File: config.mk
export PLATFORM = sky130hd
export DESIGN_NAME = uart_tx_scheduler_flat
export DESIGN_NICKNAME = d
export VERILOG_FILES = /design/src/rtl/uart_tx_scheduler_pkg.sv /design/src/rtl/uart_tx_scheduler_if.sv /design/src/rtl/uart_tx_scheduler_rr_arbiter.sv /design/src/rtl/uart_tx_scheduler.sv /design/src/flat_wrapper.sv
export SDC_FILE = /design/constraint.sdc
export NUM_CORES = 1
export LEC_CHECK = 0
export ABC_CLOCK_PERIOD_IN_PS = 3400
export CORE_UTILIZATION = 36
export DETAILED_ROUTE_END_ITERATION = 10
export MAX_ROUTING_LAYER = met4
export PLACE_DENSITY = 0.65
export SYNTH_ARGS = -nofsm -noshare
export SYNTH_HDL_FRONTEND = slang
export SYNTH_SLANG_ARGS = --single-unit
File: constraint.sdc
create_clock -name clock -period 3.4 [get_ports clock]
set_clock_uncertainty 0.1 [all_clocks]
set_input_delay 0.34 -clock clock [delete_from_list [all_inputs] [get_ports clock]]
set_output_delay 0.34 -clock clock [all_outputs]
set_load 0.005 [all_outputs]
File: src/rtl/uart_tx_scheduler_pkg.sv
// Shared types and helpers for the uart_tx round-robin scheduler.
// Optional tag-byte framing is enabled with the UART_TX_SCHED_TAG_EN macro.
package uart_sched_pkg;

    typedef enum logic [1:0] {
        ST_IDLE        = 2'd0,
        ST_ISSUE       = 2'd1,
        ST_WAIT_ACCEPT = 2'd2,
        ST_WAIT_DONE   = 2'd3
    } sched_state_t;

    // High nibble of the tag byte that precedes each data byte in tag mode.
    localparam logic [3:0] TAG_NIBBLE = 4'hA;

    // First valid requester scanning upward from last+1, wrapping at num_req.
    // Sized for the largest supported requester count (16); returns last
    // unchanged when nothing is valid.
    function automatic logic [3:0] rr_next(input logic [15:0] valid,
                                           input logic [3:0]  last,
                                           input int          num_req);
        logic [4:0] idx;
        logic       found;
        rr_next = last;
        found   = 1'b0;
        for (int k = 1; k <= 16; k++) begin
            idx = 5'(last) + 5'(k);
            if (int'(idx) >= num_req) begin
                idx = idx - 5'(num_req);
            end
            if (!found && (k <= num_req) && valid[idx[3:0]]) begin
                rr_next = idx[3:0];
                found   = 1'b1;
            end
        end
    endfunction

endpackage

File: src/rtl/uart_tx_scheduler_if.sv
// Bundle between the byte requesters / uart_tx and the scheduler.
//
// Handshakes:
//   requester side: a requester raises req_valid[i] with its byte on
//   req_data and holds both until req_ready[i] pulses for one cycle; the
//   byte is latched in that cycle. Dropping req_valid before the pulse
//   withdraws the request.
//   serializer side: tx_data_valid is a one-cycle issue pulse carrying
//   tx_data_in; tx_ready low means uart_tx took the byte and is busy, and
//   its return high marks the end of the frame.
interface uart_tx_scheduler_if #(
    parameter int NUM_REQ    = 3,
    parameter int WORD_WIDTH = 8
);
    localparam int IW = $clog2(NUM_REQ);

    logic [NUM_REQ-1:0]            req_valid;
    logic [NUM_REQ*WORD_WIDTH-1:0] req_data;
    logic [NUM_REQ-1:0]            req_ready;
    logic                          tx_ready;
    logic                          tx_data_valid;
    logic [WORD_WIDTH-1:0]         tx_data_in;
    logic [IW-1:0]                 grant_id;
    logic                          busy;
    logic                          err_timeout;

    // Drives requests and serializer status (requesters + uart_tx side).
    modport master (
        output req_valid, req_data, tx_ready,
        input  req_ready, tx_data_valid, tx_data_in, grant_id, busy, err_timeout
    );

    // The scheduler itself.
    modport slave (
        input  req_valid, req_data, tx_ready,
        output req_ready, tx_data_valid, tx_data_in, grant_id, busy, err_timeout
    );
endinterface

File: src/rtl/uart_tx_scheduler_rr_arbiter.sv
// Combinational round-robin picker: one-hot grant and index from the
// current request vector and the last served requester.
module rr_arbiter
    import uart_sched_pkg::*;
#(
    parameter int NUM_REQ = 3
) (
    input  logic [NUM_REQ-1:0]         i_req_valid,
    input  logic [$clog2(NUM_REQ)-1:0] i_last_grant,
    output logic [NUM_REQ-1:0]         o_grant,
    output logic [$clog2(NUM_REQ)-1:0] o_grant_idx,
    output logic                       o_grant_any
);
    localparam int IW = $clog2(NUM_REQ);

    logic [3:0] w_pick;

    // Rotating-priority scan starting just above the last winner.
    always_comb begin
        w_pick = rr_next(16'(i_req_valid), 4'(i_last_grant), NUM_REQ);
    end

    assign o_grant_idx = IW'(w_pick);
    assign o_grant     = i_req_valid & (NUM_REQ'(1) << w_pick);
    assign o_grant_any = |i_req_valid;

endmodule

File: src/rtl/uart_tx_scheduler.sv
// Round-robin scheduler sharing one uart_tx between NUM_REQ requesters.
// Grants one byte at a time, issues it as a one-cycle pulse, follows the
// serializer's ready/busy status and aborts if it never accepts the byte.
// Defining UART_TX_SCHED_TAG_EN prefixes every byte with {4'hA, grant_id}.
module uart_tx_scheduler
    import uart_sched_pkg::*;
#(
    parameter int NUM_REQ        = 3,
    parameter int WORD_WIDTH     = 8,
    parameter int ACCEPT_TIMEOUT = 16
) (
    input  logic                      clock,
    input  logic                      rst,
    uart_tx_scheduler_if.slave        bus,
    output sched_state_t              o_dbg_state
);
    localparam int IW = $clog2(NUM_REQ);
    localparam int CW = $clog2(ACCEPT_TIMEOUT);
    localparam logic [CW-1:0] C_LAST = CW'(ACCEPT_TIMEOUT - 1);

    sched_state_t          r_state;
    logic [NUM_REQ-1:0]    r_req_ready;
    logic                  r_tx_valid;
    logic [WORD_WIDTH-1:0] r_tx_data;
    logic [IW-1:0]         r_grant_id;
    logic [IW-1:0]         r_last_grant;
    logic                  r_busy;
    logic                  r_err;
    logic [CW-1:0]         r_cnt;
`ifdef UART_TX_SCHED_TAG_EN
    logic                  r_phase;      // 0: tag byte in flight, 1: data byte
    logic [WORD_WIDTH-1:0] r_data_hold;
`endif

    logic [NUM_REQ-1:0]    w_grant;
    logic [IW-1:0]         w_grant_idx;
    logic                  w_grant_any;
    logic [WORD_WIDTH-1:0] w_byte;

    rr_arbiter #(.NUM_REQ(NUM_REQ)) u_arb (
        .i_req_valid  (bus.req_valid),
        .i_last_grant (r_last_grant),
        .o_grant      (w_grant),
        .o_grant_idx  (w_grant_idx),
        .o_grant_any  (w_grant_any)
    );

    assign w_byte = bus.req_data[int'(w_grant_idx) * WORD_WIDTH +: WORD_WIDTH];

    // Scheduler FSM; every output is a register updated here.
    always_ff @(posedge clock or posedge rst) begin
        if (rst) begin
            r_state      <= ST_IDLE;
            r_req_ready  <= '0;
            r_tx_valid   <= 1'b0;
            r_tx_data    <= '0;
            r_grant_id   <= '0;
            r_last_grant <= IW'(NUM_REQ - 1);
            r_busy       <= 1'b0;
            r_err        <= 1'b0;
            r_cnt        <= '0;
`ifdef UART_TX_SCHED_TAG_EN
            r_phase      <= 1'b0;
            r_data_hold  <= '0;
`endif
        end else begin
            r_req_ready <= '0;
            r_tx_valid  <= 1'b0;
            r_err       <= 1'b0;
            case (r_state)
                ST_IDLE: begin
                    if (bus.tx_ready && w_grant_any) begin
                        r_req_ready  <= w_grant;
                        r_grant_id   <= w_grant_idx;
                        r_last_grant <= w_grant_idx;
`ifdef UART_TX_SCHED_TAG_EN
                        r_data_hold  <= w_byte;
                        r_tx_data    <= WORD_WIDTH'({TAG_NIBBLE, 4'(w_grant_idx)});
                        r_phase      <= 1'b0;
`else
                        r_tx_data    <= w_byte;
`endif
                        r_busy       <= 1'b1;
                        r_state      <= ST_ISSUE;
                    end
                end
                ST_ISSUE: begin
                    r_tx_valid <= 1'b1;
                    r_cnt      <= '0;
                    r_state    <= ST_WAIT_ACCEPT;
                end
                ST_WAIT_ACCEPT: begin
                    if (!bus.tx_ready) begin
                        r_state <= ST_WAIT_DONE;
                    end else if (r_cnt == C_LAST) begin
                        // Serializer never took the byte: drop it (and any
                        // remaining byte of the pair) without retry.
                        r_err   <= 1'b1;
                        r_busy  <= 1'b0;
                        r_state <= ST_IDLE;
`ifdef UART_TX_SCHED_TAG_EN
                        r_phase <= 1'b0;
`endif
                    end else begin
                        r_cnt <= r_cnt + 1'b1;
                    end
                end
                ST_WAIT_DONE: begin
                    if (bus.tx_ready) begin
`ifdef UART_TX_SCHED_TAG_EN
                        if (!r_phase) begin
                            r_phase   <= 1'b1;
                            r_tx_data <= r_data_hold;
                            r_state   <= ST_ISSUE;
                        end else begin
                            r_phase <= 1'b0;
                            r_busy  <= 1'b0;
                            r_state <= ST_IDLE;
                        end
`else
                        r_busy  <= 1'b0;
                        r_state <= ST_IDLE;
`endif
                    end
                end
                default: begin
                    r_busy  <= 1'b0;
                    r_state <= ST_IDLE;
                end
            endcase
        end
    end

    assign bus.req_ready     = r_req_ready;
    assign bus.tx_data_valid = r_tx_valid;
    assign bus.tx_data_in    = r_tx_data;
    assign bus.grant_id      = r_grant_id;
    assign bus.busy          = r_busy;
    assign bus.err_timeout   = r_err;
    assign o_dbg_state       = r_state;

endmodule

File: src/flat_wrapper.sv
// flat-port wrapper written by rule: the top's interface ports become plain ports
module uart_tx_scheduler_flat import uart_sched_pkg::*;
#(
    parameter int NUM_REQ        = 3,
    parameter int WORD_WIDTH     = 8,
    parameter int ACCEPT_TIMEOUT = 16
)
  (clock, rst, o_dbg_state, bus_req_valid, bus_req_data, bus_tx_ready, bus_req_ready, bus_tx_data_valid, bus_tx_data_in, bus_grant_id, bus_busy, bus_err_timeout);
  uart_tx_scheduler_if #(.NUM_REQ(NUM_REQ), .WORD_WIDTH(WORD_WIDTH)) bus_i ();
  input  logic clock;
  input  logic rst;
  output sched_state_t o_dbg_state;
  input wire logic [$bits(bus_i.req_valid)-1:0] bus_req_valid;
  input wire logic [$bits(bus_i.req_data)-1:0] bus_req_data;
  input wire logic [$bits(bus_i.tx_ready)-1:0] bus_tx_ready;
  output wire logic [$bits(bus_i.req_ready)-1:0] bus_req_ready;
  output wire logic [$bits(bus_i.tx_data_valid)-1:0] bus_tx_data_valid;
  output wire logic [$bits(bus_i.tx_data_in)-1:0] bus_tx_data_in;
  output wire logic [$bits(bus_i.grant_id)-1:0] bus_grant_id;
  output wire logic [$bits(bus_i.busy)-1:0] bus_busy;
  output wire logic [$bits(bus_i.err_timeout)-1:0] bus_err_timeout;
  assign bus_i.req_valid = bus_req_valid;
  assign bus_i.req_data = bus_req_data;
  assign bus_i.tx_ready = bus_tx_ready;
  assign bus_req_ready = bus_i.req_ready;
  assign bus_tx_data_valid = bus_i.tx_data_valid;
  assign bus_tx_data_in = bus_i.tx_data_in;
  assign bus_grant_id = bus_i.grant_id;
  assign bus_busy = bus_i.busy;
  assign bus_err_timeout = bus_i.err_timeout;
  uart_tx_scheduler #(.NUM_REQ(NUM_REQ), .WORD_WIDTH(WORD_WIDTH), .ACCEPT_TIMEOUT(ACCEPT_TIMEOUT)) u_core (.clock(clock), .rst(rst), .bus(bus_i), .o_dbg_state(o_dbg_state));
endmodule
==> impl_metrics.tcl, run 1 <==
set metrics [dict create \
    status "completed" \
    postRouteAntennaNets 0 \
    switchingPower_uw 749 \
    die_x_um 66.2 \
    clock_path_buffers 2 \
    fp.dieH_um 66.2 \
    drt_iter0_markers 100 \
    startpoint_type "flop" \
    area_growth_pct 36.3 \
    hold_viol_final 0 \
    power_frac_comb_pct 62.1 \
    rr_startpoint "u_core.r_last_grant[0]" \
    portBuffers 47 \
    clk_pin_slew_ns 0.09 \
    p_int_uw 954 \
    rsz0062_at_grt "false" \
    insertion_delay_ns 0.27 \
    synth.avg_cell_area_um2 9.75 \
    dp_hpwl_um 2740 \
    dr.pass1.iters 4 \
    cp.arrival_ns 2.99 \
    slew_headroom_pct 42.5 \
    n_fill_cell 334 \
    start_util_pct 39.0 \
    drv_slew 0 \
    antenna_found_initial 0 \
    grt_overflow 0 \
    ctsHoldBuffers 0 \
    tns_ns 0 \
    ir_drop_mv 0.324 \
    diodes 0 \
    cts_resized 0 \
    synth_nets 191 \
    wl_met1_um 1700 \
    hold_path.class "flop to flop" \
    synth_cell_type_count 39 \
    ys.flop_type "dfrtp_1" \
    grt_pass1_wl_um 6190 \
    power_frac_clock_pct 10.4 \
    synth_cells 152 \
    coreArea_um2 3800 \
    met2_length_um 1670 \
    p_leak_uw 0.000891 \
    required_ns 3.44 \
    numCtsBuffers 3 \
    pwr-share-seq_pct 27.6 \
    setup_violations 0 \
    die-area_um2 4380 \
    fmax_mhz 339 \
    drive_gt1_share_pct 7.61 \
    worst_slew_pin_slew_ns 0.862 \
    wl_um 3540 \
    cts_tree "built" \
    finalCritPeriodShare_pct 86.7 \
    grt_max_degree 24 \
    place_congestion 0.894 \
    cp-startpoint "u_core.r_last_grant[0]" \
    critPathCapture "u_core.bus.tx_data_in[1]" \
    grt_pass1_vias 1376 \
    powerDensity_nw_per_um2 843 \
    drcViolationCount 0 \
    synth.yosys.warnings 0 \
    synth_edf_count 0 \
    root_buffer "clkbuf_8" \
    holdPathStages 2 \
    fin_nets 237 \
    post_cts_buffers 0 \
    reg2regPathDepth 8 \
    met3_wirelength_um 162 \
    netlist_area_um2 1480 \
    finalPower_uw 1700 \
    ys_seq_area_share_pct 38.9 \
    routed_via_density 5.36 \
    h-tree-depth 1 \
    critPathCaptureType "flop" \
    wire_per_inst_um 14.5 \
    rrSetupSlack_ns 0.45 \
    drv_cap 0 \
    io_pins 48 \
    clock_sinks 23 \
    min_period_ns 2.95 \
    rr_endpoint "u_core.bus.tx_data_in[1]" \
    worst-setup-path-type "flop to flop" \
    ys_seq_elements 23 \
    rows 22 \
    cp_max_fo 19 \
    top_layer_used "met4" \
    num_vias 1312 \
    async_reset_ff_share_pct 100 \
    swShare_pct 44.0 \
    track_usage_pct 18.8 \
]
-- layer usage --
layer / GRT usage, % / vias to the layer above
li1: - / 653
met1: 25.4 / 611
met2: 29.8 / 46
met3: 2.41 / 2
met4: 4.52 / 0
met5: - / -
-- cells in the final DEF, fill, tap and decap left out, types with 2 or more instances in the layout --
master,n
inv_1,9
nor3_1,3
a31oi_1,2
clkbuf_8,3
dfrtp_1,22
nand2_1,16
or3_1,2
and3_1,4
o2111ai_1,8
a21o_1,2
nand3_1,9
ha_1,9
nor2_1,6
o221ai_1,2
nand2b_1,4
a21oi_1,5
o211ai_1,9
clkdlybuf4s50_1,47
o21ai_0,6
mux2i_1,10
-- metrics by stage --
step / util [%] / setup WS (ns) / instances / hold WS (ns) / cell area [um2]
2_1_floorplan: - / 0.783 / 152 / 0.241 / 1480
3_3_place_gp: 51.9 / 0.537 / 241 / 0.386 / 1970
3_5_place_dp: 51.9 / 0.476 / 241 / 0.397 / 1970
4_1_cts: 53.2 / 0.451 / 245 / 0.421 / 2020
5_1_grt: 53.2 / 0.209 / 245 / 0.444 / 2020
6_report: 53.2 / 0.452 / 245 / 0.416 / 2020
-- cells in the mapped netlist (all sizes together), types with 5 or more instances --
cell	instances	share of area [%]
dfrtp	22	37
a21oi	5	1.7
nand3	10	3.7
o211ai	9	4.6
o2111ai	8	4.7
o21ai	7	2.4
inv	9	2.3
nand2	17	4.8
nor2	6	1.5
ha	9	7.6
and3	5	2.4
mux2i	10	6.8
-- power by group through the flow --
stage | logic, uW | clock network (uW) | registers (uW)
final | 1060 | 176 | 469
after floorplan | 760 | 0 | 463
after CTS | 1060 | 180 | 467
after detailed placement | 1060 | 0 | 471
after global placement | 1030 | 0 | 468
after global routing | 1180 | 192 | 487
-- how the worst min path moves through the flow --
stage / start / to / slack, ns
2_1_floorplan: rst / u_core.bus.busy / 0.24
3_3_place_gp: u_core.bus.tx_data_in[2] / u_core.bus.tx_data_in[2] / 0.39
3_5_place_dp: u_core.bus.tx_data_in[4] / u_core.bus.tx_data_in[4] / 0.40
4_1_cts: u_core.bus.grant_id[1] / u_core.bus.grant_id[1] / 0.42
5_1_grt: u_core.bus.grant_id[1] / u_core.bus.grant_id[1] / 0.44
6_report: u_core.bus.grant_id[1] / u_core.bus.grant_id[1] / 0.42
-- state kept, by name (all words and copies together), names as in the netlist --
signal	cells
u_core.bus.tx_data_valid	1
u_core.r_cnt	4
u_core.bus.grant_id	1
u_core.bus.tx_data_in	8
u_core.bus.req_ready	3
u_core.o_dbg_state	2
u_core.bus.busy	1
u_core.r_last_grant	2
u_core.bus.err_timeout	1
-- critical path, cell delays in order (launching register included) --
cell      delay [ns]
dfrtp_1         0.51
inv_1           0.18
ha_1            0.57
mux2_4          0.36
and3_4          0.18
o41ai_4         0.36
nand2_4         0.24
mux2i_1         0.22
o211ai_1        0.10
-- logic make-up after synthesis --
family,count (synthesis),share of synthesized area [%]
and+or+nand+nor,52,18.4
AOI/OAI and AO/OA,40,20.9
DFF,23,38.9
buffers and inverters,15,5.07
muxes,12,8.53
adders and majority gates,9,7.60
xor gates and xnor gates,1,0.591
-- final cells by class --
type | count | area (um2) | area share [%]
flip-flops and latches | 23 | 577 | 28.6
multi-input cells | 114 | 830 | 41.1
clock buffers | 3 | 41.3 | 2.04
well taps | 48 | 60.1 | 2.97
repair buffers | 47 | 470 | 23.3
clock inverters | 1 | 7.51 | 0.372
inverters | 9 | 33.8 | 1.67
(Power assumes the default switching activity.)
==> run 2, diff against run 1 <==
--- a/config.mk
+++ b/config.mk
@@ -6,6 +6,7 @@
 export NUM_CORES = 1
 export LEC_CHECK = 0
 export ABC_CLOCK_PERIOD_IN_PS = 3400
+export CAP_MARGIN = 20
 export CORE_UTILIZATION = 36
 export DETAILED_ROUTE_END_ITERATION = 10
 export MAX_ROUTING_LAYER = met4
@@ -13,3 +14,4 @@
 export SYNTH_ARGS = -nofsm -noshare
 export SYNTH_HDL_FRONTEND = slang
 export SYNTH_SLANG_ARGS = --single-unit
+export TNS_END_PERCENT = 1
==> results of run 2 <==
Same layout as run 1: the final DEF is identical, and so are final timing and power.
==> run 3, diff against run 2 <==
--- a/config.mk
+++ b/config.mk
@@ -7,10 +7,10 @@
 export LEC_CHECK = 0
 export ABC_CLOCK_PERIOD_IN_PS = 3400
 export CAP_MARGIN = 20
-export CORE_UTILIZATION = 36
+export CORE_UTILIZATION = 45
 export DETAILED_ROUTE_END_ITERATION = 10
 export MAX_ROUTING_LAYER = met4
-export PLACE_DENSITY = 0.65
+export PLACE_DENSITY = 0.78
 export SYNTH_ARGS = -nofsm -noshare
 export SYNTH_HDL_FRONTEND = slang
 export SYNTH_SLANG_ARGS = --single-unit
==> run 3 against run 2 <==
Clock-buffer cell count unchanged. Wire length shrank 4.0%. Critical path type unchanged. Cell count down 1.6%. Utilization grew 12 points. Power fell by 2.6%. Register-to-register slack hardly changed. Die area fell by 19%.
==> impl_metrics.tcl, run 3 (same netlist as run 1, synthesis figures left out) <==
set metrics [dict create \
    status "completed" \
    portBuffers 47 \
    routed_via_density 5.50 \
    h-tree-depth 1 \
    grt_pass1_wl_um 5620 \
    postRouteAntennaNets 0 \
    ff_latch_area_um2 577 \
    fmax_mhz 338 \
    hold_viol_final 0 \
    drt_iter0_markers 60 \
    fp.dieH_um 59.4 \
    cts_resized 0 \
    final_common_cell "clkdlybuf4s50_1" \
    worst_slew_pin_slew_ns 0.847 \
    track_usage_pct 21.8 \
    required_ns 3.54 \
    place_congestion 0.903 \
    largest_reg_flops 8 \
    coreArea_um2 3080 \
    post_cts_buffers 0 \
    drv_cap 0 \
    io_pins 48 \
    met2_usage_pct 34.3 \
    use_met3_pct 3.49 \
    diodes 0 \
    drv_slew 0 \
    die_x_um 59.4 \
    min_period_ns 2.96 \
    setup_violations 0 \
    cp_max_fo 19 \
    critPathCaptureType "flop" \
    slowest_stage "ha_1" \
    cts_tree "built" \
    wire_per_inst_um 14.1 \
    wl_um 3400 \
    num_vias 1325 \
    insertion_delay_ns 0.31 \
    worst-setup-path-type "flop to flop" \
    antenna_found_initial 0 \
    grt_overflow 0 \
    p_leak_uw 0.000883 \
    ctsHoldBuffers 0 \
    die-area_um2 3530 \
    n_fill_cell 266 \
    drcViolationCount 0 \
    ir_drop_mv 0.372 \
    finalCritPeriodShare_pct 87.0 \
    powerDensity_nw_per_um2 831 \
    startpoint_type "flop" \
    rsz0062_at_grt "false" \
    final_core_util_pct 64.8 \
    reg2regPathDepth 8 \
    slew_headroom_pct 43.5 \
    dp_hpwl_um 2630 \
    area_growth_pct 34.7 \
    tns_ns 0 \
    root_buffer "clkbuf_4" \
    rows 20 \
    clk_pin_slew_ns 0.14 \
    fin_nets 237 \
    clock_path_buffers 2 \
    most-common-layout-cells "clkdlybuf4s50_1 (47), dfrtp_1 (22), nand2_1 (16), mux2i_1 (10)" \
    numCtsBuffers 3 \
    grt_pass1_vias 1277 \
    met1_usage_pct 28.1 \
    grt_max_degree 24 \
    hold_path.class "input port to async pin" \
    busiest_layer "met2" \
    drive_gt1_share_pct 7.61 \
    dr.pass1.iters 4 \
    cp_cell_sequence "inv_1 > ha_1 > mux2_4 > and3_4 > o41ai_4 > nand2_4 > mux2i_1 > o211ai_1" \
    cp.arrival_ns 3.09 \
    start_util_pct 48.1 \
    clock_sinks 23 \
    multi_input_area_um2 830 \
    cpPeakStageDelay_ns 0.57 \
]
[run 3: cell counts in the layout (fill, tap and decap cells not counted)]
No cell type changed its count.
[run 3: layout make-up]
type | count | area share [%]
multi-input combinational | 114 | 41.6
inverter | 9 | 1.69
tap | 44 | 2.76
sequential | 23 | 28.9
clock inverter | 1 | 0.376
clock buffer | 3 | 1.13
timing repair buffer | 47 | 23.6
[run 3: stage by stage]
stage               instances  setup WS, ns  hold slack (ns)  instance area (um2)  power [uW]
finish                    241         0.441            0.374                 2000        1660
global route              241         0.195            0.447                 2000        1810
CTS                       241         0.434            0.417                 2000        1670
detailed placement        237         0.456            0.386                 1970        1530
global placement          237         0.562            0.382                 1970        1490
floorplan                 152         0.783            0.241                 1480        1220
[run 3: where the power goes]
group | internal [uW] | leakage [uW] | switching [uW]
Combinational | 490 | 0.000575 | 571
Clock | 44.9 | 0.0000139 | 89.5
Sequential | 379 | 0.000294 | 84.1
Total | 914 | 0.000883 | 744
[run 3: routing by layer]
metal  vias to the layer above  routed length (um)
met2                        34                1680
met1                       629                1520
met4                         0                  63
met3                         6                 135
met5                         -                   0
li1                        656                   -
[run 3: path summary, 6_finish.rpt]
path | startpoint | end | slack (ns)
max | u_core.r_last_grant[0] | u_core.bus.tx_data_in[1] | 0.44
min | rst | u_core.bus.req_ready[0] | 0.37
max reg2reg | u_core.r_last_grant[0] | u_core.bus.tx_data_in[1] | 0.44
min reg2reg | u_core.bus.tx_data_in[6] | u_core.bus.tx_data_in[6] | 0.41
max in group asynchronous | rst | u_core.bus.tx_data_in[0] | 2.30
min in group clock | u_core.bus.tx_data_in[6] | u_core.bus.tx_data_in[6] | 0.41
[run 3: worst max-delay path: cells and delay by family (launching register included)]
kind / cells / cell delay [ns]
and+or+nand+nor: 2 / 0.41
AOI/OAI and AO/OA: 2 / 0.56
adders and majority gates: 1 / 0.57
DFF: 1 / 0.53
buffers and inverters: 1 / 0.18
muxes: 2 / 0.53
==> RTL change, RTL diff (settings of run 1) <==
Add a define of `UART_TX_SCHED_TAG_EN`.
--- a/src/rtl/uart_tx_scheduler.sv
+++ b/src/rtl/uart_tx_scheduler.sv
@@ -3,4 +3,6 @@
 // serializer's ready/busy status and aborts if it never accepts the byte.
 // Defining UART_TX_SCHED_TAG_EN prefixes every byte with {4'hA, grant_id}.
+`define UART_TX_SCHED_TAG_EN
+
 module uart_tx_scheduler
     import uart_sched_pkg::*;
Formal check against the unedited RTL: not equivalent (a bounded check fails within 4 cycles, from zero or initial values and one cycle with rst high).
==> RTL change against run 1 <==
  * Synthesized cell count up 30%
  * Sequential cell count rose by 9
  * Highest routed layer unchanged
  * Worst setup slack worse by 220 ps
  * Final area grew 22%
  * Largest cell class unchanged
  * Routed wire length increased by 15%
  * Total power is 38% higher
  * Final cell count rose by 27%
  * Largest power group unchanged
  * Synthesized area grew 25%
==> RTL change: results (changes against run 1) <==
clock_tree:
  htreeDepth: 2  # was 1
  clkTransAtPathRegs_ps: 70  # was 90 ps
  post_cts_resized: 1  # was 0
  cts_made_buffers: 5  # was 3
  clk_path_buf_depth: 2  # unchanged
global_route:
  grt_pass1_wl_mm: 6.693  # was 6.189 mm
  use_met2: 0.2650  # was 0.2985
  grt_max_degree: 33  # was 24
  use_met1: 0.2107  # was 0.2540
  grt.total_usage: 0.1688  # was 0.1878
  grt_pass1_vias: 1483  # was 1376
detailed_routing:
  wl_per_cell_um: 13.09  # was 14.47 um
  first_pass_iters: 4  # unchanged
  met2WireLength_mm: 1.962  # was 1.669 mm
  route.met3.wl_um: 115  # was 162 um
  drt_iter0_markers: 108  # was 100
  via_per_inst: 4.913  # was 5.355
  wl_met1_mm: 1.934  # was 1.696 mm
place:
  placed_cells: 304  # was 241
  pre_cts_ws_ps: 0.1310  # was 475.8 ps
  dpl_cell_area_sq_um: 2362  # was 1971 sq um
  dp_hpwl_mm: 3.027  # was 2.744 mm
worst_setup_path:
  cp_slowest_stage_delay_ps: 610  # was 570 ps
  slowest_stage: "a221oi_4"  # was ha_1
  cp.arrival_ps: 3230  # was 2990 ps
  crit_family: "compound AO/OA/AOI/OAI gates"  # was multiplexers
layout:
  post_layout_nonfiller_instances: 311  # was 245
  n_fill_cell: 487  # was 334
  drive_above_1_share: 0.1025  # was 0.07614
  nets: 282  # was 237
synth:
  synth_compound_area_frac: 0.1808  # was 0.2086
  muxShareOfSynthArea: 0.06229  # was 0.08530
  ys_seq_area_frac: 0.4340  # was 0.3894
  synthAdderAreaFrac: 0.05416  # was 0.07601
  synth_xor_area_frac: 0.009479  # was 0.005912
  synth_area_leaders: "dfrtp_1 42%, ha_1 5.4%, mux2i_1 5.4%"  # was dfrtp_1 37%, ha_1 7.6%, mux2i_1 6.8%
  synth_nets: 235  # was 191
  synth_commonest_cells: "31 x dfrtp_1, 22 x nand2_1, 21 x nor2_1, 10 x inv_1, 10 x mux2i_1"  # was 22 x dfrtp_1, 16 x nand2_1, 10 x mux2i_1
power:
  p_leak_nw: 1.097  # was 0.8907 nW
  peakVddDrop_v: 0.0005221  # was 0.0003238 V
sta:
  slew_headroom: 0.4796  # was 0.4248
hold_path:
  hp-class: "primary input to asynchronous set/reset pin"  # was register to register
status:
  status: "complete, no violations"  # unchanged
[RTL change: cell type report]
class / instances / area [sq um] / share of cell area
Clock buffer: 7 / 96.34 / 0.03901
Inverter: 10 / 37.54 / 0.01520
Multi-Input combinational cell: 144 / 949.7 / 0.3845
Sequential cell: 32 / 802.0 / 0.3247
Tap cell: 67 / 83.83 / 0.03394
Timing Repair Buffer: 51 / 500.5 / 0.2026
[RTL change: worst paths after layout]
path                                                        endpoint  cells past startpoint                                 start  slack (ps)
max in group asynchronous         u_core.r_last_grant[1]$_DFFE_PP1P_                      3                                   rst        2520
worst min register to register  u_core.bus.tx_data_in[2]$_DFFE_PP0P_                      2  u_core.bus.tx_data_in[2]$_DFFE_PP0P_         360
worst max-delay path               u_core.bus.req_ready[0]$_DFF_PP0_                      8    u_core.r_last_grant[1]$_DFFE_PP1P_         230
worst max register to register     u_core.bus.req_ready[0]$_DFF_PP0_                      8    u_core.r_last_grant[1]$_DFFE_PP1P_         230
worst min-delay path               u_core.r_data_hold[3]$_DFFE_PP0P_                      3                                   rst         350
min in group clock              u_core.bus.tx_data_in[2]$_DFFE_PP0P_                      2  u_core.bus.tx_data_in[2]$_DFFE_PP0P_         360
[RTL change: power by group]
| group | internal, mW | leakage (nW) | switching [mW] | total (mW) |
|---|---|---|---|---|
| Clock | 0.180 | 0.0503 | 0.133 | 0.313 |
| Combinational | 0.652 | 0.654 | 0.739 | 1.39 |
| Sequential | 0.538 | 0.393 | 0.112 | 0.650 |
| Total | 1.37 | 1.10 | 0.984 | 2.35 |
[RTL change: worst min-delay path: cells and delay by family]
kind	cells	cell delay, ps
buffers and inverters	3	810
